<file path="src/rtl/pc_fetch_unit.sv">
// Program-counter owner and instruction fetch front end: fetches from imem, hands the word to decode, then steps the PC.
// Optional PC_ALIGN_CHECK_EN adds a misalign output and redirects misaligned targets to RESET_PC.
module pc_fetch_unit #(
    parameter logic [31:0] RESET_PC       = 32'h0000_0000,
    parameter int          TIMEOUT_CYCLES = 16
) (
    input  logic        clk,
    input  logic        rst,
    output logic        imem_req,
    output logic [31:0] imem_addr,
    input  logic        imem_ack,
    input  logic [31:0] imem_rdata,
    output logic [31:0] instr,
    output logic        instr_valid,
    input  logic        instr_ready,
    input  logic [1:0]  next_pc_sel,
    input  logic [15:0] branch_imm,
    input  logic [25:0] jump_target,
    input  logic [31:0] crs,
    output logic [31:0] pc,
    output logic        fetch_err
`ifdef PC_ALIGN_CHECK_EN
    ,
    output logic        misalign
`endif
);

    localparam int CW = (TIMEOUT_CYCLES > 1) ? $clog2(TIMEOUT_CYCLES) : 1;
    localparam logic [CW-1:0] CNT_LAST = CW'(TIMEOUT_CYCLES - 1);

    typedef enum logic {
        FETCH = 1'b0,
        ISSUE = 1'b1
    } state_t;

    state_t        state_q, state_d;
    logic [31:0]   pc_q, pc_d;
    logic [31:0]   instr_q, instr_d;
    logic          valid_q, valid_d;
    logic [CW-1:0] cnt_q, cnt_d;
    logic          req_en_q, req_en_d;
    logic          fetch_err_c;
    logic          misalign_q, misalign_d;

    logic [31:0] pc_inc, pc_equal, pc_jump, br_off, target;

    always_comb begin
        pc_inc   = pc_q + 32'd4;
        br_off   = {{14{branch_imm[15]}}, branch_imm, 2'b00};
        pc_equal = pc_inc + br_off;
        pc_jump  = {pc_inc[31:28], jump_target, 2'b00};
        case (next_pc_sel)
            2'b00:   target = pc_inc;
            2'b01:   target = pc_equal;
            2'b10:   target = pc_jump;
            default: target = crs;
        endcase
    end

    // req_en_q keeps imem_req low until the first edge after reset releases.
    always_comb begin
        state_d     = state_q;
        pc_d        = pc_q;
        instr_d     = instr_q;
        valid_d     = valid_q;
        cnt_d       = cnt_q;
        req_en_d    = 1'b1;
        fetch_err_c = 1'b0;
        misalign_d  = 1'b0;
        case (state_q)
            FETCH: begin
                if (req_en_q) begin
                    if (imem_ack) begin
                        instr_d = imem_rdata;
                        valid_d = 1'b1;
                        cnt_d   = '0;
                        state_d = ISSUE;
                    end else if (cnt_q == CNT_LAST) begin
                        fetch_err_c = 1'b1;
                        cnt_d       = '0;
                    end else begin
                        cnt_d = cnt_q + CW'(1);
                    end
                end
            end
            ISSUE: begin
                if (instr_ready) begin
                    valid_d = 1'b0;
                    state_d = FETCH;
`ifdef PC_ALIGN_CHECK_EN
                    if (target[1:0] != 2'b00) begin
                        pc_d       = RESET_PC;
                        misalign_d = 1'b1;
                    end else begin
                        pc_d = target;
                    end
`else
                    pc_d = target;
`endif
                end
            end
            default: state_d = FETCH;
        endcase
    end

    always_ff @(posedge clk or posedge rst) begin
        if (rst) begin
            state_q    <= FETCH;
            pc_q       <= RESET_PC;
            instr_q    <= '0;
            valid_q    <= 1'b0;
            cnt_q      <= '0;
            req_en_q   <= 1'b0;
            misalign_q <= 1'b0;
        end else begin
            state_q    <= state_d;
            pc_q       <= pc_d;
            instr_q    <= instr_d;
            valid_q    <= valid_d;
            cnt_q      <= cnt_d;
            req_en_q   <= req_en_d;
            misalign_q <= misalign_d;
        end
    end

    assign imem_req    = req_en_q && (state_q == FETCH);
    assign imem_addr   = pc_q;
    assign instr       = instr_q;
    assign instr_valid = valid_q;
    assign pc          = pc_q;
    assign fetch_err   = fetch_err_c;
`ifdef PC_ALIGN_CHECK_EN
    assign misalign    = misalign_q;
`else
    logic unused_misalign;
    assign unused_misalign = misalign_q;
`endif

endmodule

</file>
<file path="config.mk">
export PLATFORM = sky130hd
export DESIGN_NAME = pc_fetch_unit
export DESIGN_NICKNAME = d
export VERILOG_FILES = /design/src/rtl/pc_fetch_unit.sv
export SDC_FILE = /design/constraint.sdc
export NUM_CORES = 1
export LEC_CHECK = 0
export CORE_AREA = 2 2 155 97
export CTS_CLUSTER_SIZE = 10
export DETAILED_ROUTE_END_ITERATION = 16
export DIE_AREA = 0 0 157 99
export PLACE_DENSITY = 0.78
export SLEW_MARGIN = 20
export SYNTH_ARGS = -nofsm -noshare
export SYNTH_HDL_FRONTEND = slang
export SYNTH_SLANG_ARGS = --single-unit
</file>
<file path="constraint.sdc">
create_clock -name clk -period 3.6 [get_ports clk]
set_input_delay 1.08 -clock clk [delete_from_list [all_inputs] [get_ports clk]]
set_output_delay 1.08 -clock clk [all_outputs]
set_load 0.01 [all_outputs]
</file>
==> implementation parameters <==
Parameter                              Value

Run status
  Outcome    completed

Pwr
  Power Dens Cells    707 mW/mm2
  IR Drop Worst-Case VDD    between 300 and 400 uV
  Sum of internal, switching and leakage power    6.69 mW
  Total leakage power    4.03 nW

Clocking
  Clock transition at the registers of the reported paths    roughly 60 ps
  Clk Tree Root Cell    sky130_fd_sc_hd__clkbuf_16
  TritonCTS clock tree    yes
  Clock latency on the worst-skew pair    340 ps
  # clock sinks    71
  Maximum clock insertion buffer count    2
  Hold-fix buffers, CTS    0
  H-tree levels    3
  Number of buffers added by the clock tree synthesis step    9

GRT
  Peak-usage layer in the global routing report    met2
  Gr usage total    24.9%
  Pin count of the biggest net entering global routing    40
  Met2 GRT Util    36.8%
  Global-route wire length before repair    30,000 um
  Met3 Resource Use GR    7.43%
  Vias in the first global route    5,687
  Total global routing overflow    0
  Met1 Track Usage GR    36.6%
  Antenna violations before repair    0

Routing
  DRC Markers    0
  Detailed-route vias per instance    between 5 and 6
  DRT antenna net count    0
  Total number of vias    6,005
  Number of violations reported at the end of detailed-routing iteration 0    ~370
  DR pass1 iterations    5
  Post-detailed-route wirelength per cell    around 18 um
  Final Routed Wirelength    20,000 um

Yosys
  Avg Cell Area, Syn    9.33 um2
  Sequential area share after synthesis    30.6%
  Mapped Area    0.00582 mm2
  Cells after synthesis    just over 600
  Number of unique standard cell types used by synthesis    62
  Most area-hungry cell type in the Yosys netlist    sky130_fd_sc_hd__dfrtp_1
  Count of yosys warnings during synthesis    0
  Primary FF master, synth    sky130_fd_sc_hd__dfrtp_1
  Area contributors post-synth    sky130_fd_sc_hd__dfrtp_1 31%, sky130_fd_sc_hd__mux2_2 8.1%, sky130_fd_sc_hd__mux4_2 7.4%
  Synth Register Bits    71
  Share of the synthesized area in the top cell type    30.6%
  Share of flip-flops with an asynchronous set or reset    between 90% and 100%
  Number of synthesized flops with an enable pin    0
  Post-synthesis net count    770

Timing
  Total negative slack    0 ps
  Achievable frequency    around 0.28 GHz
  Min Hold Slack    498 ps
  Slew at the pin with the worst max-slew slack    658 ps
  Worst max-slew margin expressed relative to the limit    56.1%
  Count of endpoints failing hold in the final timing report    0
  Number of slew-limit violations in the final report    0
  Final worst path period share    99.2%
  Final setup margin    ~27 ps
  Setup repair after global routing missed its margin    true
  Shortest period the worst path allows    3570 ps
  Clock tree skew after final layout    between 10 and 15 ps
  Final setup fails    0

Setup path
  Delay of the slowest critical-path stage    between 400 and 500 ps
  Cell count of the worst reg-to-reg path    13
  Data arrival time at the worst-slack endpoint    ~3800 ps
  Type of the worst setup path    register to register
  Reg2Reg Setup Slack    ~27 ps
  RR Startpoint    imem_addr[11]$_DFFE_PP0P_
  CP Launch Type    register
  Reg-to-Reg End    imem_addr[25]$_DFFE_PP0P_
  Kind of end point of the critical path    register
  Critical-path cell list    and4_4 -> nand4_4 -> or3_4 -> xnor2_4 -> ha_4 -> a21oi_2 -> o211ai_1 -> o21ai_1 -> o41ai_2 -> a21oi_1 -> xnor2_1 -> mux4_2 -> mux2_4
  Worst endpoint required time    3820 ps
  Biggest fanout along the worst timing path    5
  Launching instance or port of the critical path    imem_addr[11]$_DFFE_PP0P_
  Critical path destination    imem_addr[25]$_DFFE_PP0P_
  Critical-path top delay cell    sky130_fd_sc_hd__or3_4

Placement
  HPWL Detailed    ~15,000 um
  PortBufs    210
  Cell area reported after detailed placement    just under 0.009 mm2
  Routability congestion estimate from global placement    between 1 and 1.5
  Placement-stage worst setup slack    -587 ps

Die
  Number of top-level design ports    211
  Area of the die    0.0155 mm2
  Site Rows    34
  Die width    157 um
  Starting density of the core    41.3%
  Area of the core region    approximately 0.014 mm2
  Chip height    99 um

Job
  Max_cap viols    0

Final layout
  Ratio of cells with drive above 1 in the final layout    29.6%
  Post-route cell area    approximately 0.0095 mm2
  Final layout net count    between 1,000 and 1,500
  Fill cell total of the finished layout    1,122
  Total area of sequential cells    0.00179 mm2
  Area Growth Syn to Fin    62.6%
  Area taken by multi-input logic gates    0.00400 mm2
  Number of antenna diodes    0

Worst hold path
  Path class of the lowest-slack min-delay path    register to register
==> state kept, by name, summed over array words and instances (netlist names) <==
signal / flops
state_q: 1
instr: 32
instr_valid: 1
imem_addr: 32
cnt_q: 4
req_en_q: 1
==> metal layers <==
metal  share of wire [%]  up-vias  wire length (um)
li1                    -     2813                 -
met1                  46     2887              9160
met2                  43      289              8550
met3                  11       16              2160
met4                0.70        0               140
met5                   0        -                 0
==> worst max-delay path: cells and delay by family, from the launching register on <==
family | cells | cell delay [ps]
DFF | 1 | 390
xor gates and xnor gates | 2 | 310
muxes | 2 | 700
and+or+nand+nor | 3 | 820
adders and majority gates | 1 | 300
AOI/OAI and AO/OA | 5 | 910
==> through the flow <==
| step | std cells | util [%] |
|---|---|---|
| 2_1_floorplan | 623 | - |
| 3_3_place_gp | 1093 | 62.0 |
| 3_5_place_dp | 1093 | 62.0 |
| 4_1_cts | 1110 | 65.1 |
| 5_1_grt | 1120 | 67.1 |
| 6_report | 1120 | 67.1 |
==> cells in the final DEF, fill, tap and decap left out, types with 5 or more instances in the layout <==
master,netlist,layout
sky130_fd_sc_hd__a21o_1,7,7
sky130_fd_sc_hd__a21oi_1,42,36
sky130_fd_sc_hd__a21oi_2,0,6
sky130_fd_sc_hd__a31oi_1,6,6
sky130_fd_sc_hd__and3_1,5,5
sky130_fd_sc_hd__buf_4,32,123
sky130_fd_sc_hd__clkbuf_16,0,9
sky130_fd_sc_hd__clkdlybuf4s50_1,0,203
sky130_fd_sc_hd__dfrtp_1,71,64
sky130_fd_sc_hd__dfrtp_2,0,7
sky130_fd_sc_hd__ha_1,34,23
sky130_fd_sc_hd__ha_4,0,8
sky130_fd_sc_hd__inv_1,16,14
sky130_fd_sc_hd__mux2_2,42,40
sky130_fd_sc_hd__mux2i_1,8,8
sky130_fd_sc_hd__mux4_2,19,19
sky130_fd_sc_hd__nand2_1,87,84
sky130_fd_sc_hd__nand2b_1,8,6
sky130_fd_sc_hd__nand3_1,21,19
sky130_fd_sc_hd__nand4_1,9,9
sky130_fd_sc_hd__nor2_1,35,30
sky130_fd_sc_hd__nor3_1,11,10
sky130_fd_sc_hd__o211ai_1,5,5
sky130_fd_sc_hd__o21ai_0,28,23
sky130_fd_sc_hd__xnor2_1,32,28
sky130_fd_sc_hd__xor2_1,19,18
==> where the power goes <==
part / total (mW) / leakage [nW] / internal [mW] / switching [mW]
sequential: 1.30 / 0.840 / 1.05 / 0.249
combinational: 4.50 / 3.05 / 2.45 / 2.06
clock: 0.882 / 0.135 / 0.481 / 0.401
total: 6.69 / 4.03 / 3.98 / 2.71
==> repair_timing <==
action | in CTS | in global routing
resized for setup | 30 | 47
endpoints found under the hold margin | 0 | 0
pin swaps | 15 | 34
gates cloned | 0 | 0
setup endpoints to repair | 9 | 16
setup buffers | 1 | 12
==> worst min path at each step <==
stage / startpoint / depth (start not counted) / to / slack (ps)
CTS: instr_valid$_DFFE_PP0P_ / 2 / instr_valid$_DFFE_PP0P_ / 490
global route: instr[21]$_DFFE_PP0P_ / 1 / instr[21]$_DFFE_PP0P_ / 520
floorplan: cnt_q[1]$_DFFE_PP0P_ / 2 / cnt_q[1]$_DFFE_PP0P_ / 460
detailed placement: instr_valid$_DFFE_PP0P_ / 2 / instr_valid$_DFFE_PP0P_ / 480
global placement: instr_valid$_DFFE_PP0P_ / 2 / instr_valid$_DFFE_PP0P_ / 460
finish: cnt_q[1]$_DFFE_PP0P_ / 2 / cnt_q[1]$_DFFE_PP0P_ / 500
==> final cells by class <==
type / count / share of cell area, %
Multi-Input combinational cell: 483 / 42.3
Clock inverter: 7 / 0.648
Clock buffer: 9 / 2.38
Timing Repair Buffer: 336 / 32.5
Sequential cell: 71 / 18.9
Tap cell: 198 / 2.62
Inverter: 16 / 0.635
==> synth_stat cells, types with 8 or more instances <==
library cell	n
sky130_fd_sc_hd__a21oi_1	42
sky130_fd_sc_hd__buf_4	32
sky130_fd_sc_hd__clkbuf_1	15
sky130_fd_sc_hd__dfrtp_1	71
sky130_fd_sc_hd__ha_1	34
sky130_fd_sc_hd__inv_1	16
sky130_fd_sc_hd__mux2_2	42
sky130_fd_sc_hd__mux2i_1	8
sky130_fd_sc_hd__mux4_2	19
sky130_fd_sc_hd__nand2_1	87
sky130_fd_sc_hd__nand2b_1	8
sky130_fd_sc_hd__nand3_1	21
sky130_fd_sc_hd__nand4_1	9
sky130_fd_sc_hd__nor2_1	35
sky130_fd_sc_hd__nor3_1	11
sky130_fd_sc_hd__o21ai_0	28
sky130_fd_sc_hd__xnor2_1	32
sky130_fd_sc_hd__xor2_1	19
==> logic make-up (layout without fill, tap and decap cells) <==
| logic type | after synthesis | count (layout) | synth area share, % |
|---|---|---|---|
| compound gates | 124 | 124 | 14.0 |
| xor+xnor | 51 | 51 | 7.68 |
| fa+ha+maj | 35 | 35 | 7.66 |
| buf+inv | 69 | 368 | 6.65 |
| flops | 71 | 71 | 30.6 |
| mux | 70 | 70 | 17.1 |
| other cells | 1 | 1 | 0.0645 |
| simple gates | 202 | 202 | 16.3 |
Note: power is estimated with default switching activity, not from simulation.
